<file path="src/rtl/mux_pipe_pkg.sv">
// Shared types and constants for the N:1 pipelined selector and its skid buffer.
package mux_pipe_pkg;

  typedef enum logic [1:0] {
    EMPTY = 2'd0,
    BUSY  = 2'd1,
    FULL  = 2'd2
  } state_t;

  localparam int MUX_N_MIN = 2;
  localparam int MUX_N_MAX = 16;

  function automatic int clog2(input int n);
    int r;
    r = 0;
    while ((1 << r) < n) r++;
    return r;
  endfunction

endpackage

</file>
<file path="src/rtl/mux_skid_buf.sv">
// Two-entry skid buffer: registered in_ready, 1 item/cycle, state = number of held items.
module mux_skid_buf
  import mux_pipe_pkg::*;
#(
  parameter int WIDTH = 32
) (
  input  logic             clk,
  input  logic             rst_n,
  input  logic [WIDTH-1:0] in_data,
  input  logic             in_valid,
  output logic             in_ready,
  output logic [WIDTH-1:0] dout,
  output logic             out_valid,
  input  logic             out_ready
);

  state_t           state;
  logic [WIDTH-1:0] main;
  logic [WIDTH-1:0] skid;
  logic             accept;
  logic             emit;

  assign out_valid = (state != EMPTY);
  assign dout      = main;
  assign accept    = in_valid && in_ready;
  assign emit      = out_valid && out_ready;

  // in_ready is driven straight from a flop, so it is updated in every branch
  // that moves the FSM into or out of FULL.
  always_ff @(posedge clk or negedge rst_n) begin
    if (!rst_n) begin
      // NOTE: the data registers are reset too, so dout reads 0 out of reset.
      state    <= EMPTY;
      main     <= '0;
      skid     <= '0;
      in_ready <= 1'b1;
    end else begin
      // NOTE: non-blocking assignments only, so every branch sees pre-edge values.
      case (state)
        EMPTY: begin
          if (accept) begin
            main  <= in_data;
            state <= BUSY;
          end
        end
        BUSY: begin
          if (accept && !emit) begin
            skid     <= in_data;
            state    <= FULL;
            in_ready <= 1'b0;
          end else if (accept) begin
            main <= in_data;
          end else if (emit) begin
            state <= EMPTY;
          end
        end
        FULL: begin
          if (emit) begin
            main     <= skid;
            state    <= BUSY;
            in_ready <= 1'b1;
          end
        end
        default: begin
          state    <= EMPTY;
          in_ready <= 1'b1;
        end
      endcase
    end
  end

endmodule

</file>
<file path="src/rtl/mux_n_pipe.sv">
// N:1 selector feeding a registered valid/ready output stage.
// Optional sticky out-of-range flag: define MUX_N_PIPE_SEL_ERR_EN.
module mux_n_pipe
  import mux_pipe_pkg::*;
#(
  parameter  int WIDTH = 32,
  parameter  int N     = 4,
  localparam int SEL_W = clog2(N)
) (
  input  logic               clk,
  input  logic               rst_n,
  input  logic [N*WIDTH-1:0] din,
  input  logic [SEL_W-1:0]   sel,
  input  logic               in_valid,
  output logic               in_ready,
  output logic [WIDTH-1:0]   dout,
  output logic               out_valid,
  input  logic               out_ready,
  output logic               sel_err
);

  logic [WIDTH-1:0] sel_data;

  // Out-of-range selects fall through to channel 0, matching the legacy default arm.
  always_comb begin
    // NOTE: default assignment first keeps this block free of inferred latches.
    sel_data = din[0 +: WIDTH];
    for (int k = 1; k < N; k++) begin
      if (int'(sel) == k) sel_data = din[k*WIDTH +: WIDTH];
    end
  end

  mux_skid_buf #(.WIDTH(WIDTH)) u_skid (
    .clk       (clk),
    .rst_n     (rst_n),
    .in_data   (sel_data),
    .in_valid  (in_valid),
    .in_ready  (in_ready),
    .dout      (dout),
    .out_valid (out_valid),
    .out_ready (out_ready)
  );

`ifdef MUX_N_PIPE_SEL_ERR_EN
  logic sel_ok;
  logic sel_err_q;

  assign sel_ok = (int'(sel) < N);

  always_ff @(posedge clk or negedge rst_n) begin
    if (!rst_n) begin
      sel_err_q <= 1'b0;
    end else if (in_valid && in_ready && !sel_ok) begin
      sel_err_q <= 1'b1;
    end
  end

  assign sel_err = sel_err_q;
`else
  assign sel_err = 1'b0;
`endif

endmodule

</file>
<file path="config.mk">
export PLATFORM = sky130hd
export DESIGN_NAME = mux_n_pipe
export DESIGN_NICKNAME = d
export VERILOG_FILES = /design/src/rtl/mux_pipe_pkg.sv /design/src/rtl/mux_skid_buf.sv /design/src/rtl/mux_n_pipe.sv
export SDC_FILE = /design/constraint.sdc
export NUM_CORES = 1
export LEC_CHECK = 0
export ABC_AREA = 1
export CAP_MARGIN = 20
export CORE_MARGIN = 1
export CORE_UTILIZATION = 45
export CTS_BUF_LIST = sky130_fd_sc_hd__clkbuf_2
export DETAILED_ROUTE_END_ITERATION = 6
export PLACE_DENSITY_LB_ADDON = 0.12
export SLEW_MARGIN = 20
export SYNTH_ARGS = -nofsm -noshare
export SYNTH_HDL_FRONTEND = slang
export SYNTH_SLANG_ARGS = --single-unit
</file>
<file path="constraint.sdc">
create_clock -name clk -period 1.9 [get_ports clk]
set_clock_uncertainty 0.1 [all_clocks]
set_input_delay 0.38 -clock clk [delete_from_list [all_inputs] [get_ports clk]]
set_output_delay 0.38 -clock clk [all_outputs]
set_load 0.01 [all_outputs]
</file>
Word-level counts from Yosys, hierarchy flattened
Index checks and enable logic that the tools add are counted.
Cells by class
  eq/ne operators: 11
  multiplexer cells: 16
  bitwise logic cells: 1
  reduce and logical (&&, ||, !) cells: 11
Operators with widths (count)
  two-way mux 32 bit: 6
  case mux 32 bit (3 select lines): 1
  two-way mux 2 bit: 5
  equality test 2 bit, second input constant: 3
  inequality test 2 x 1 -> 1 bit, second input constant: 3
  case mux 2 bit (3 select lines): 1
  AND reduction 3 bit: 2
  equality test 2 x 1 -> 1 bit, second input constant: 2
  AND reduction 4 bit: 1
  logical AND 1 bit: 3
  inequality test 3 x 1 -> 1 bit, second input constant: 1
  inequality test 3 bit, second input constant: 1
  case mux 1 bit (3 select lines): 1
  nonzero test 3 bit: 1
  zero test 2 bit: 1
  two-way mux 1 bit: 2
  inequality test 2 bit, second input constant: 1
  AND reduction 2 bit: 1
  nonzero test 2 bit: 1
  zero test 1 bit: 1
  NOT 1 bit: 1
Word-level totals
  register bits after elaboration: 67
  bits of input ports: 134
  output and inout port bits: 35
  logic and storage cells: 43

Depth between registers and ports, before layout
  depth in word-level cells: 7
  mapped depth: 10

By module
A second synthesis with hierarchy kept.
Unflattened totals
  cell total of the unflattened synthesis: 653
  area, all modules: 4718.3 µm²
Modules (own cells, without submodules)
  mux_skid_buf: times used 1, cells an instance 340, area each 3414.5 µm²
  mux_n_pipe: times used 1, cells an instance 313, area each 1303.8 µm²

Worst setup path before layout
No wires, ideal clock.
  kind: reg2reg
  from: register u_skid.in_ready
  to: register u_skid.skid[0]
  data arrival time: 1.221 ns
  slack: 0.451 ns
  stages on the path, launching flop included: 6
  buffers on the path: 2
  period minus slack after synthesis: 1.449 ns
  path through: dfstp_2 nand2_1 nor3_2 buf_4 buf_2 a31oi_1
Between the ends
  longest elaborated chain between the ends: 3
Ends and longest elaborated chain
  start, declared: RTL line mux_skid_buf.sv:11  | output logic in_ready,
  start signal, assigned: RTL line mux_skid_buf.sv:36  | in_ready <= 1'b1;
  start signal, assigned: RTL line mux_skid_buf.sv:50  | in_ready <= 1'b0;
  start signal, assigned: RTL line mux_skid_buf.sv:61  | in_ready <= 1'b1;
  logical AND 1 bit: RTL line mux_skid_buf.sv:25  | assign accept = in_valid && in_ready;
  logical AND 1 bit: RTL line mux_skid_buf.sv:47  | if (accept && !emit) begin
  AND reduction 2 bit (no source line)
  end signal, assigned: RTL line mux_skid_buf.sv:48  | skid <= in_data;
  end, declared: RTL line mux_skid_buf.sv:19  | logic [WIDTH-1:0] skid;
Every way passes these cells.
A chain may end at the register's enable or synchronous reset.

Worst setup path in the final report
  from: register u_skid.state[0]
  to: output out_valid
Between the ends
  longest elaborated chain between the ends: 1
Ends and longest elaborated chain
  start, declared: RTL line mux_skid_buf.sv:17  | state_t state;
  start signal, assigned: RTL line mux_skid_buf.sv:33  | state <= EMPTY;
  start signal, assigned: RTL line mux_skid_buf.sv:43  | state <= BUSY;
  start signal, assigned: RTL line mux_skid_buf.sv:49  | state <= FULL;
  nonzero test 2 bit: RTL line mux_skid_buf.sv:23  | assign out_valid = (state != EMPTY);
  end, declared: RTL line mux_n_pipe.sv:17  | output logic out_valid,
Every way passes these cells.

==> qor.csv <==
metric;value;unit
status;finished, violations left;
violations;DRC;
synthAdderAreaFrac;0;
insertedDiodeCount;0;
dr.pass1.iters;7;
antenna_found_initial;0;
finalInstanceArea;6198;µm²
grt_max_degree;68;
synth_compound_area_frac;0.05824;
hold_violations;0;
ir_drop;863.9;µV
critPathMaxFanout;2;
synth_top_area_frac;0.3963;
syn_area;4168;µm²
ios;169;
port_buffers;167;
layout_worst_path_cycle_share;0.9475;
fp.dieW;98.24;µm
root_buffer;clkbuf_2;
synth.area.top_cells;dfrtp_1 40%, nand2_1 21%, nand3_1 11%, nor2_1 8.8%, inv_1 5.7%;
areaGrowthSynthToFinish;48.72;%
power.switching;2484;µW
power_frac_comb;0.464;
routed_wl;12710;µm
num-fill-cells;765;
hold_path.class;primary input to async pin;
synth.mux.area_fraction;0;
rsz0062_at_grt;false;
fin_setup_tns;0;ns
drc_errors;11;
core_region_area;8848;µm²
switching_share;0.3826;
drt-vias-per-instance;5.051;
pwr-share-clk;0.152;
intPower;4009;µW
synth_top_family_by_area;simple AND/OR/NAND/NOR gates;
drv_cap;0;
nets;948;
timing.fmax;555.5;MHz
num_rows;34;
synth_xor_area_frac;0;
grt_pass1_wl;21500;µm
cts.path.max_buffers;2;
ys_seq_elements;67;
routabilityCongestion;0.8148;
yosysUniqueCellTypes;20;
die_h;98.24;µm
clock-sinks;67;
p_seq_frac;0.383;
cts_buffers;9;
avgSynthCellArea;6.482;µm²
setup_violations;0;
dp_hpwl;9196;µm
period_needed;1.800;ns
final_cell_mix;229 x nand2_1, 132 x clkdlybuf4s50_1, 98 x nor2_1, 92 x nand3_1, 66 x dfrtp_1;
p_leak;0.003278;µW
clk_pin_slew_worst_paths;0.20;ns
gr-usage-all-layers;0.2802;
synth_warnings;0;
ant_nets;0;
synthCells;643;
final_common_cell;nand2_1;
syn_nets;777;
final_util;0.7005;
clkLatencyLatePin;0.53;ns
powerDensity;1048;nW/µm²
startpoint_type;register;
synth-simple-area-share;0.4149;
report.final.slew_viol_count;0;
htreeDepth;3;
postPlaceCellArea;6033;µm²
grt_pass1_vias;4607;
die_area;9650;µm²
critical_path_arrival;1.32;ns
grt_overflow;0;
layout_setup_ws;0.09974;ns
yosysTopAreaCell;dfrtp_1;
initial_utilization;0.4710;
cp-end-kind;primary output;
required;1.42;ns
routedWlPerCell;13.71;µm
drive_gt1_frac;0.08181;
dr.first_iter.drc_count;235;
pre_cts_ws;-0.07881;ns
vias;4682;
synth-seq-area-share;0.4026;
crit_type;register to primary output;
cts_tree;done;
area by class of cell:
type,count,area [µm²],share of cell area
Clock buffer,10,50.05,0.008074
Clock inverter,6,90.09,0.01453
Inverter,70,262.8,0.04239
Multi-Input combinational cell,465,1991,0.3212
Sequential cell,67,1678,0.2707
Tap cell,108,135.1,0.02180
Timing Repair Buffer,201,1992,0.3214
stage by stage:
step	instances	power (µW)	hold WS, ns
floorplan	643	4186	-0.01559
detailed placement	902	5699	0.3212
global placement	902	5571	0.3197
global route	927	7041	0.2679
finish	927	6493	0.2433
CTS	926	6516	0.2658
registers in the layout (all words and copies together) (netlist names):
register         cells
u_skid.dout         32
u_skid.skid         32
u_skid.state         2
u_skid.in_ready      1
cell usage after synthesis (all sizes together):
cell type / count
nor2: 98
a21oi: 1
a31oi: 32
o211ai: 1
nand2: 232
or2: 2
nor3: 1
o21ai: 5
buf: 37
dfstp: 1
inv: 70
conb: 1
dfrtp: 66
clkbuf: 4
nand3: 92
what timing repair did:
action | CTS | global route
gates resized for setup | 34 | 3
hold buffers | 1 | 0
pin swaps | 0 | 0
buffers inserted | 7 | 1
setup endpoints to repair | 34 | 2
endpoints found under the hold margin | 66 | 0
kinds of logic after synthesis:
group                  count (synthesis)
other                                  1
AOI/OAI and AO/OA                     39
DFF                                   67
buffers and inverters                111
and+or+nand+nor                      425
routing by layer:
layer,vias up,wire (µm),GRT usage
li1,2337,-,-
met1,2123,5396,0.3460
met2,202,6101,0.4832
met3,20,913,0.04939
met4,0,299,0.1183
met5,-,0,0
worst max-delay path, cell delays in order (launching register included):
cell             delay, ns
dfrtp_1               0.43
inv_2                 0.07
nand2_2               0.06
clkdlybuf4s15_1       0.23
power groups by stage:
stage / Combinational [µW] / Clock [µW] / Sequential [µW]
6_report: 3020 / 989 / 2490
5_1_grt: 3390 / 1070 / 2580
4_1_cts: 3030 / 1010 / 2480
3_5_place_dp: 3160 / 0 / 2540
3_3_place_gp: 3060 / 0 / 2510
2_1_floorplan: 1550 / 0 / 2630
worst paths after layout:
| check | start | to | slack (ns) | cells after the start |
|---|---|---|---|---|
| max in group asynchronous | rst_n | u_skid.in_ready$_DFFE_PN1P_ | 1.10 | 3 |
| hold reg to reg | u_skid.dout[2]$_DFFE_PN0P_ | u_skid.dout[2]$_DFFE_PN0P_ | 0.40 | 2 |
| setup / recovery | u_skid.state[0]$_DFFE_PN0P_ | out_valid | 0.1 | 3 |
| hold / removal | rst_n | u_skid.dout[21]$_DFFE_PN0P_ | 0.24 | 3 |
| min in group clk | din[121] | u_skid.skid[25]$_DFFE_PN0P_ | 0.32 | 3 |
| setup reg to reg | u_skid.in_ready$_DFFE_PN1P_ | u_skid.skid[18]$_DFFE_PN0P_ | 0.26 | 5 |
Note: power is estimated with default switching activity, not from simulation.
